[config.mk]
export PLATFORM = sky130hd
export DESIGN_NAME = mem_access_arbiter_flat
export DESIGN_NICKNAME = d
export VERILOG_FILES = /design/src/rtl/mem_access_arbiter_pkg.sv /design/src/rtl/mem_access_arbiter_if.sv /design/src/rtl/mem_access_arbiter_pick.sv /design/src/rtl/mem_access_arbiter.sv /design/src/flat_wrapper.sv
export SDC_FILE = /design/constraint.sdc
export NUM_CORES = 1
export LEC_CHECK = 0
export BUFFER_PORTS_ARGS = -buffer_cell sky130_fd_sc_hd__buf_2
export CELL_PAD_IN_SITES_DETAIL_PLACEMENT = 1
export CELL_PAD_IN_SITES_GLOBAL_PLACEMENT = 1
export CORE_MARGIN = 2
export CORE_UTILIZATION = 29
export CTS_CLUSTER_DIAMETER = 100
export DETAILED_ROUTE_END_ITERATION = 6
export PLACE_DENSITY = 0.88
export SYNTH_ARGS = -nofsm -noshare
export SYNTH_HDL_FRONTEND = slang
export SYNTH_SLANG_ARGS = --single-unit
[constraint.sdc]
create_clock -name clk -period 6.05 [get_ports clk]
set_input_delay 0.605 -clock clk [delete_from_list [all_inputs] [get_ports clk]]
set_output_delay 0.605 -clock clk [all_outputs]
set_load 0.01 [all_outputs]
[src/rtl/mem_access_arbiter_pkg.sv]
// Shared constants and helpers for the scratch-memory arbiter.
package mem_access_arbiter_pkg;

    localparam int NREQ         = 3;
    localparam int AW           = 4;
    localparam int DW           = 8;
    localparam int MAX_LOCK_DEF = 4;

    localparam int REQ_CTRL = 0;
    localparam int REQ_COMP = 1;
    localparam int REQ_DISP = 2;

    typedef enum logic {
        LK_IDLE  = 1'b0,
        LK_BURST = 1'b1
    } lock_state_e;

    function automatic logic [1:0] oh_to_idx(input logic [NREQ-1:0] oh);
        logic [1:0] idx;
        idx = 2'd0;
        if (oh[1]) idx = 2'd1;
        if (oh[2]) idx = 2'd2;
        return idx;
    endfunction

    function automatic logic [1:0] inc_mod3(input logic [1:0] i);
        return (i >= 2'd2) ? 2'd0 : i + 2'd1;
    endfunction

endpackage

[src/rtl/mem_access_arbiter_if.sv]
// Requester-side bus of the scratch-memory arbiter (packed per-requester fields).
interface mem_access_arbiter_if
    import mem_access_arbiter_pkg::*;
    ();

    logic [NREQ-1:0]    req;
    logic [NREQ-1:0]    lock;
    logic [NREQ-1:0]    wr;
    logic [NREQ*AW-1:0] addr;
    logic [NREQ*DW-1:0] wdata;
    logic [NREQ-1:0]    gnt;
    logic [NREQ-1:0]    rvalid;
    logic [DW-1:0]      rdata;

    modport master (
        output req, lock, wr, addr, wdata,
        input  gnt, rvalid, rdata
    );

    modport slave (
        input  req, lock, wr, addr, wdata,
        output gnt, rvalid, rdata
    );

endinterface

[src/rtl/mem_access_arbiter_pick.sv]
// Combinational 3-way rotating priority encoder; ptr names the highest-priority input.
module rr_pick3 (
    input  logic [2:0] req,
    input  logic [1:0] ptr,
    output logic [2:0] gnt,
    output logic       valid
);

    always_comb begin
        gnt = 3'b000;
        case (ptr)
            2'd1: begin
                if      (req[1]) gnt = 3'b010;
                else if (req[2]) gnt = 3'b100;
                else if (req[0]) gnt = 3'b001;
            end
            2'd2: begin
                if      (req[2]) gnt = 3'b100;
                else if (req[0]) gnt = 3'b001;
                else if (req[1]) gnt = 3'b010;
            end
            default: begin
                if      (req[0]) gnt = 3'b001;
                else if (req[1]) gnt = 3'b010;
                else if (req[2]) gnt = 3'b100;
            end
        endcase
    end

    assign valid = |req;

endmodule

[src/rtl/mem_access_arbiter.sv]
// Round-robin arbiter sharing the single-port 16x8 scratch memory among three requesters.
//   state    | meaning
//   LK_IDLE  | no burst; winner chosen round-robin from rr_ptr
//   LK_BURST | owner keeps the port while it holds req and lock, up to MAX_LOCK grants
module mem_access_arbiter
    import mem_access_arbiter_pkg::*;
    #(parameter int unsigned MAX_LOCK = MAX_LOCK_DEF)
    (
    input  logic                 clk,
    input  logic                 rst,
    mem_access_arbiter_if.slave  bus,
    output logic [AW-1:0]        mem_addr,
    output logic                 mem_wr,
    output logic [DW-1:0]        mem_wdata,
    input  logic [DW-1:0]        mem_rdata,
    output logic                 busy
);

    lock_state_e     lock_state_q, lock_state_d;
    logic [1:0]      rr_ptr_q, rr_ptr_d;
    logic [1:0]      owner_q, owner_d;
    logic [3:0]      lock_cnt_q, lock_cnt_d;
    logic [NREQ-1:0] rvalid_q, rvalid_d;

    logic [NREQ-1:0] pick_gnt;
    logic            pick_valid;
    logic [NREQ-1:0] win_oh;
    logic [1:0]      win_idx;
    logic            lock_cont;
    logic [3:0]      cnt_inc;

    rr_pick3 u_pick (
        .req   (bus.req),
        .ptr   (rr_ptr_q),
        .gnt   (pick_gnt),
        .valid (pick_valid)
    );

    always_comb begin
        lock_state_d = lock_state_q;
        rr_ptr_d     = rr_ptr_q;
        owner_d      = owner_q;
        lock_cnt_d   = lock_cnt_q;
        cnt_inc      = lock_cnt_q + 4'd1;

        // A burst only continues while the owner still asks with lock held.
        lock_cont = (lock_state_q == LK_BURST) && bus.req[owner_q] && bus.lock[owner_q];
        win_oh    = lock_cont ? (3'b001 << owner_q) : pick_gnt;
        if (rst || !pick_valid) win_oh = '0;
        win_idx   = oh_to_idx(win_oh);

        mem_addr  = rst ? '0 : bus.addr[win_idx*AW +: AW];
        mem_wdata = rst ? '0 : bus.wdata[win_idx*DW +: DW];
        mem_wr    = bus.wr[win_idx] & win_oh[win_idx];
        rvalid_d  = win_oh & ~bus.wr;

        if (|win_oh) begin
            if (lock_cont) begin
                if (cnt_inc == 4'(MAX_LOCK)) begin
                    lock_state_d = LK_IDLE;
                    lock_cnt_d   = 4'd0;
                    rr_ptr_d     = inc_mod3(owner_q);
                end else begin
                    lock_cnt_d   = cnt_inc;
                end
            end else begin
                rr_ptr_d = inc_mod3(win_idx);
                if (bus.lock[win_idx] && (MAX_LOCK > 1)) begin
                    lock_state_d = LK_BURST;
                    owner_d      = win_idx;
                    lock_cnt_d   = 4'd1;
                end else begin
                    lock_state_d = LK_IDLE;
                    lock_cnt_d   = 4'd0;
                end
            end
        end else begin
            lock_state_d = LK_IDLE;
            lock_cnt_d   = 4'd0;
        end
    end

    always_ff @(posedge clk) begin
        if (rst) begin
            lock_state_q <= LK_IDLE;
            rr_ptr_q     <= 2'd0;
            owner_q      <= 2'd0;
            lock_cnt_q   <= 4'd0;
            rvalid_q     <= '0;
        end else begin
            lock_state_q <= lock_state_d;
            rr_ptr_q     <= rr_ptr_d;
            owner_q      <= owner_d;
            lock_cnt_q   <= lock_cnt_d;
            rvalid_q     <= rvalid_d;
        end
    end

    // Gating with rst kills a read already in flight when reset arrives.
    assign bus.gnt    = win_oh;
    assign bus.rvalid = rvalid_q & {NREQ{~rst}};
    assign bus.rdata  = mem_rdata;
    assign busy       = (lock_cnt_q != 4'd0) && !rst;

endmodule

[src/flat_wrapper.sv]
// flat-port wrapper written by rule: the top's interface ports become plain ports
module mem_access_arbiter_flat import mem_access_arbiter_pkg::*;
#(parameter int unsigned MAX_LOCK = MAX_LOCK_DEF)
  (clk, rst, mem_addr, mem_wr, mem_wdata, mem_rdata, busy, bus_req, bus_lock, bus_wr, bus_addr, bus_wdata, bus_gnt, bus_rvalid, bus_rdata);
  mem_access_arbiter_if bus_i ();
  input  logic clk;
  input  logic rst;
  output logic [AW-1:0] mem_addr;
  output logic mem_wr;
  output logic [DW-1:0] mem_wdata;
  input  logic [DW-1:0] mem_rdata;
  output logic busy;
  input wire logic [$bits(bus_i.req)-1:0] bus_req;
  input wire logic [$bits(bus_i.lock)-1:0] bus_lock;
  input wire logic [$bits(bus_i.wr)-1:0] bus_wr;
  input wire logic [$bits(bus_i.addr)-1:0] bus_addr;
  input wire logic [$bits(bus_i.wdata)-1:0] bus_wdata;
  output wire logic [$bits(bus_i.gnt)-1:0] bus_gnt;
  output wire logic [$bits(bus_i.rvalid)-1:0] bus_rvalid;
  output wire logic [$bits(bus_i.rdata)-1:0] bus_rdata;
  assign bus_i.req = bus_req;
  assign bus_i.lock = bus_lock;
  assign bus_i.wr = bus_wr;
  assign bus_i.addr = bus_addr;
  assign bus_i.wdata = bus_wdata;
  assign bus_gnt = bus_i.gnt;
  assign bus_rvalid = bus_i.rvalid;
  assign bus_rdata = bus_i.rdata;
  mem_access_arbiter #(.MAX_LOCK(MAX_LOCK)) u_core (.clk(clk), .rst(rst), .bus(bus_i), .mem_addr(mem_addr), .mem_wr(mem_wr), .mem_wdata(mem_wdata), .mem_rdata(mem_rdata), .busy(busy));
endmodule
# Word level (Yosys, flattened, before mapping)
# Cells that the tools add are included.
[word_totals]
regBits = 12
elab_cells = 74
[classes]
addsub = 3
n_lt_le_gt_ge = 4
n_eq_ne = 4
shift = 3
mux = 36
bitwise = 7
reduce_logical = 12
[op_table]
columns = ["op", "count"]
rows = [
  ["$mux W3", 8],
  ["$shiftx A24 B6 Y8", 1],
  ["$mux W2", 7],
  ["$mux W4", 3],
  ["$shiftx A12 B5 Y4", 1],
  ["$mux W1", 11],
  ["$bmux W1 S2", 5],
  ["$mux W8", 1],
  ["$and A3 B3 Y3", 2],
  ["$lt A2 B3 Y1 const B", 2],
  ["$pmux W3 S2", 1],
  ["$reduce_or A3 Y1", 2],
  ["$add A2 B1 Y2 const B", 2],
  ["$add A4 B1 Y4 const B", 1],
  ["$eq A4 B3 Y1 const B", 1],
  ["$ge A2 B2 Y1 const B", 2],
  ["$reduce_bool A4 Y1", 1],
  ["$logic_and A1 B1 Y1", 3],
  ["$not A1 Y1", 3],
  ["$not A3 Y3", 1],
  ["$reduce_and A3 Y1", 1],
  ["$shl A1 B2 Y3 const A", 1],
  ["$eq A2 B1 Y1 const B", 1],
  ["$eq A2 B2 Y1 const B", 1],
  ["other kinds (6)", 7],
]

# Depth between registers and ports, before layout
[depth]
word_depth = 12
mapped_depth = 9

# Hierarchy
# A second synthesis with hierarchy kept.
[hier_totals]
hier_cells = 172
hier_area_um2 = 1272.5
[by_module_without_submodules]
columns = ["mod", "n_inst", "cells_each", "area_per_inst_um2"]
rows = [
  ["mem_access_arbiter", 1, 154, 1146.1],
  ["rr_pick3", 1, 18, 126.4],
]

# Worst setup path before layout
# OpenSTA, ideal clock, no wires.
[synth_timing]
path_type = "register -> output"
startpoint = "register u_core.rr_ptr_q[0]"
endpoint = "output mem_wdata[0]"
arrival_time_ns = 2.042
setup_slack_ns = 3.403
stages_incl_launch_ff = 9
cell_sequence = "dfxtp_1 inv_1 ha_1 o311a_1 a31oi_4 nor2b_4 buf_4 nor4b_1 a221o_1"
[synth_via]
elab_chain_cells = 8
[synth_lines]
columns = ["item", "line_no", "text"]
rows = [
  ["from (decl)", "mem_access_arbiter.sv:20", "logic [1:0] rr_ptr_q, rr_ptr_d;"],
  ["from (signal assigned)", "mem_access_arbiter.sv:92", "rr_ptr_q <= rr_ptr_d;"],
  ["$eq A2 B2 Y1 / $eq A2 B1 Y1 (equally long branches)", "mem_access_arbiter_pick.sv:11", "case (ptr)"],
  ["$pmux W3 S2 (*)", "mem_access_arbiter_pick.sv:11", ""],
  ["$mux W3 (*)", "mem_access_arbiter.sv:48", "win_oh = lock_cont ? (3'b001 << owner_q) : pick_gnt;"],
  ["$mux W3 (*)", "mem_access_arbiter.sv:49", "if (rst || !pick_valid) win_oh = '0;"],
  ["$mux W1", "mem_access_arbiter_pkg.sv:21", "if (oh[1]) idx = 2'd1;"],
  ["$mux W2 (*)", "mem_access_arbiter_pkg.sv:22", "if (oh[2]) idx = 2'd2;"],
  ["$shiftx A24 B6 Y8 (*)", "mem_access_arbiter.sv:53", "mem_wdata = rst ? '0 : bus.wdata[win_idx*DW +: DW];"],
  ["$mux W8 (*)", "mem_access_arbiter.sv:53", ""],
  ["to (decl)", "flat_wrapper.sv:10", "output logic [DW-1:0] mem_wdata;"],
]
# Every way passes the cells marked *; elsewhere a longest branch is shown, timed or not.

# Final worst setup path
[layout_timing]
startpoint = "register u_core.rr_ptr_q[0]"
endpoint = "output mem_wdata[6]"
# Same word-level chain as after synthesis.

==> results.json <==
{
  "yosys_warnings": 0,
  "hold_viol": 0,
  "ff2ff_path_depth": 8,
  "drc": 0,
  "synth_area_leaders": "dfxtp_1 21%, a221o_1 8.7%, nor4b_1 7.6%",
  "critPathSlowestCell": "nor2_2",
  "peakVddDrop_v": 0.0000773,
  "synth_commonest_cells": "12 x dfxtp_1, 10 x a221o_1, 10 x buf_4, 10 x inv_1, 10 x nor4b_1",
  "end_kind": "output pin",
  "num-nets-final": 255,
  "crit_buf_inv": 2,
  "die-height_um": 66.9,
  "critPathLaunchType": "flip-flop",
  "ys_types": 48,
  "grt_antenna_before_repair": 0,
  "yosys.area.top_type": "dfxtp_1",
  "core_area_mm2": 0.00374,
  "ff2ff_setup_slack_ps": 3690,
  "yosysMostFrequentCell": "dfxtp_1",
  "crit_type": "reg -> out",
  "setup_tns_ps": 0,
  "cp.arrival_ps": 2900,
  "hold_depth": 1,
  "rows": 22,
  "relSlewSlack_pct": 43.7,
  "cellPowerDensity_mw_per_mm2": 216,
  "ant_nets": 0,
  "hpwl_um": 3070,
  "drtIter0Drc": 113,
  "placed_cell_area_mm2": 0.00144,
  "via_per_inst": 5.42,
  "ys_async_sr_fraction_pct": 0,
  "drv_cap": 0,
  "wl_per_cell_um": 15.7,
  "ctsHoldBuffers": 0,
  "cts_inserted_buffers": 3,
  "timing.final.ws_setup_ps": 2540,
  "grt_pass1_vias": 1239,
  "synth_top_area_share_pct": 20.9,
  "tightest_slew_ps": 844,
  "syn_nets": 199,
  "clock-root-buffer": "clkbuf_8",
  "slew_viol_final": 0,
  "rsz0062_at_grt": "false",
  "post_cts_resize_count": 0,
  "worstHoldEndpoint": "u_core.lock_cnt_q[0]",
  "syn_area_mm2": 0.00115,
  "gr-total-overflow": 0,
  "synthCells": 140,
  "r2r_start": "u_core.rr_ptr_q[0]",
  "finalSetupViolations": 0,
  "wl_um": 3810,
  "drive_above_1_share_pct": 41.5,
  "io_buffer_count": 66,
  "post-route-cell-area_mm2": 0.00150,
  "avgSynthCellArea_um2": 8.20,
  "cts.sinks": 12,
  "synthFlopType": "dfxtp_1",
  "dp_slack_ps": 2820,
  "antennaDiodeCount": 0,
  "postCtsSetupBuffers": 0,
  "cts.path.max_buffers": 2,
  "post-route-period-util_pct": 58.0,
  "fmax_mhz": 285,
  "grt_usage_pct": 16.9,
  "place_congestion": 0.886,
  "worst_clock_skew_ps": 3.28,
  "cts_tree": "yes",
  "htreeDepth": 1,
  "dr.pass1.iters": 4,
  "leakage_nw": 0.699,
  "clk_pin_slew_worst_paths_ps": 50,
  "min_path_type": "reg -> reg",
  "area_growth_pct": 30.4,
  "grt_max_degree": 24,
  "fin_crit_ps": 3510,
  "seq_area_frac_synth_pct": 20.9,
  "rr_endpoint": "u_core.owner_q[1]",
  "path_cells": "inv_1 > ha_1 > o21ai_0 > o311a_1 > a31oi_4 > nor2_2 > nor4b_1 > a221o_1 > buf_2",
  "grt_pass1_wl_um": 5840,
  "status": "finished clean",
  "max_stage_delay_ps": 680,
  "critPathRequiredTime_ps": 5440,
  "io_pins": 83,
  "clock_latency_ps": 240,
  "num_vias": 1317,
  "worstHoldStart": "u_core.lock_cnt_q[0]",
  "critPathMaxFanout": 23,
  "synth-edff-count": 0,
  "crit_family": "compound AO/OA/AOI/OAI gates",
  "synth_seq_cells": 12,
  "die_x_um": 66.9,
  "initial_core_util_pct": 30.6,
  "dieArea_mm2": 0.00448
}
cells in the final DEF, fill, tap and decap left out, types with 2 or more instances in the layout:
cell type / synthesis / final
a211oi_1: 2 / 2
a21oi_1: 6 / 6
a221o_1: 10 / 10
a22oi_1: 2 / 2
a31oi_1: 3 / 3
buf_2: 2 / 66
clkbuf_8: 0 / 4
dfxtp_1: 12 / 12
ha_1: 4 / 4
inv_1: 10 / 10
nand2_1: 8 / 8
nand3_1: 5 / 5
nor2_1: 7 / 7
nor2_2: 2 / 2
nor2b_1: 8 / 8
nor3_1: 5 / 5
nor4b_1: 10 / 10
o21ai_0: 2 / 2
o311a_1: 2 / 2
layout make-up:
| type | instances | area [um^2] |
|---|---|---|
| Timing Repair Buffer | 66 | 330 |
| Multi-Input combinational cell | 103 | 773 |
| Clock buffer | 4 | 55.1 |
| Inverter | 10 | 37.5 |
| Fill cell | 482 | 2250 |
| Tap cell | 48 | 60.1 |
| Sequential cell | 12 | 240 |
through the flow:
stage               util [%]  hold slack, ps  power (mW)  instances
floorplan                  -             456       0.194        140
global placement        38.5             474       0.233        239
detailed placement      38.5             484       0.237        239
CTS                     40.0             494       0.325        243
global route            40.0             538       0.347        243
finish                  40.0             492       0.323        243
worst max-delay path by stage:
stage / from / endpoint / slack, ps / cells after the start
after global routing: u_core.rr_ptr_q[0] / mem_wdata[6] / 2380 / 9
after global placement: bus_req[1] / mem_wdata[4] / 2900 / 8
after detailed placement: bus_req[2] / mem_wdata[6] / 2820 / 8
final: u_core.rr_ptr_q[0] / mem_wdata[6] / 2540 / 9
after floorplan: u_core.rr_ptr_q[0] / mem_wdata[0] / 3400 / 8
after CTS: u_core.rr_ptr_q[0] / mem_wdata[6] / 2570 / 9
flip-flops by register name, summed over array words and instances, names as in the netlist:
register / cells
u_core.owner_q: 2
u_core.lock_cnt_q: 4
u_core.lock_state_q: 1
u_core.rr_ptr_q: 2
u_core.rvalid_q: 3
worst register-to-register path, stage by stage (launching register included):
cell	delay, ps
dfxtp_1	380
inv_1	70
ha_1	390
nor2b_1	170
o311a_1	350
a22oi_4	240
and3b_1	240
o31ai_2	300
a31o_1	180
metal layers:
layer / share of wire (%) / vias to the layer above / global-route usage, %
met2: 50 / 34 / 28.2
met5: 0 / - / 0
li1: - / 636 / -
met4: 0.76 / 0 / 3.83
met1: 44 / 643 / 23.1
met3: 4.2 / 4 / 2.03
cell families after synthesis:
group	synth area share [%]
and+or+nand+nor	30.4
adders and majority gates	4.36
AOI/OAI and AO/OA	31.1
xor gates and xnor gates	1.53
DFF	20.9
buffers and inverters	11.7
power breakdown:
part	internal (mW)	switching [mW]
Sequential	0.0861	0.00568
Combinational	0.0660	0.0794
Clock	0.0574	0.0281
Power figures use the tool's default switching activity.
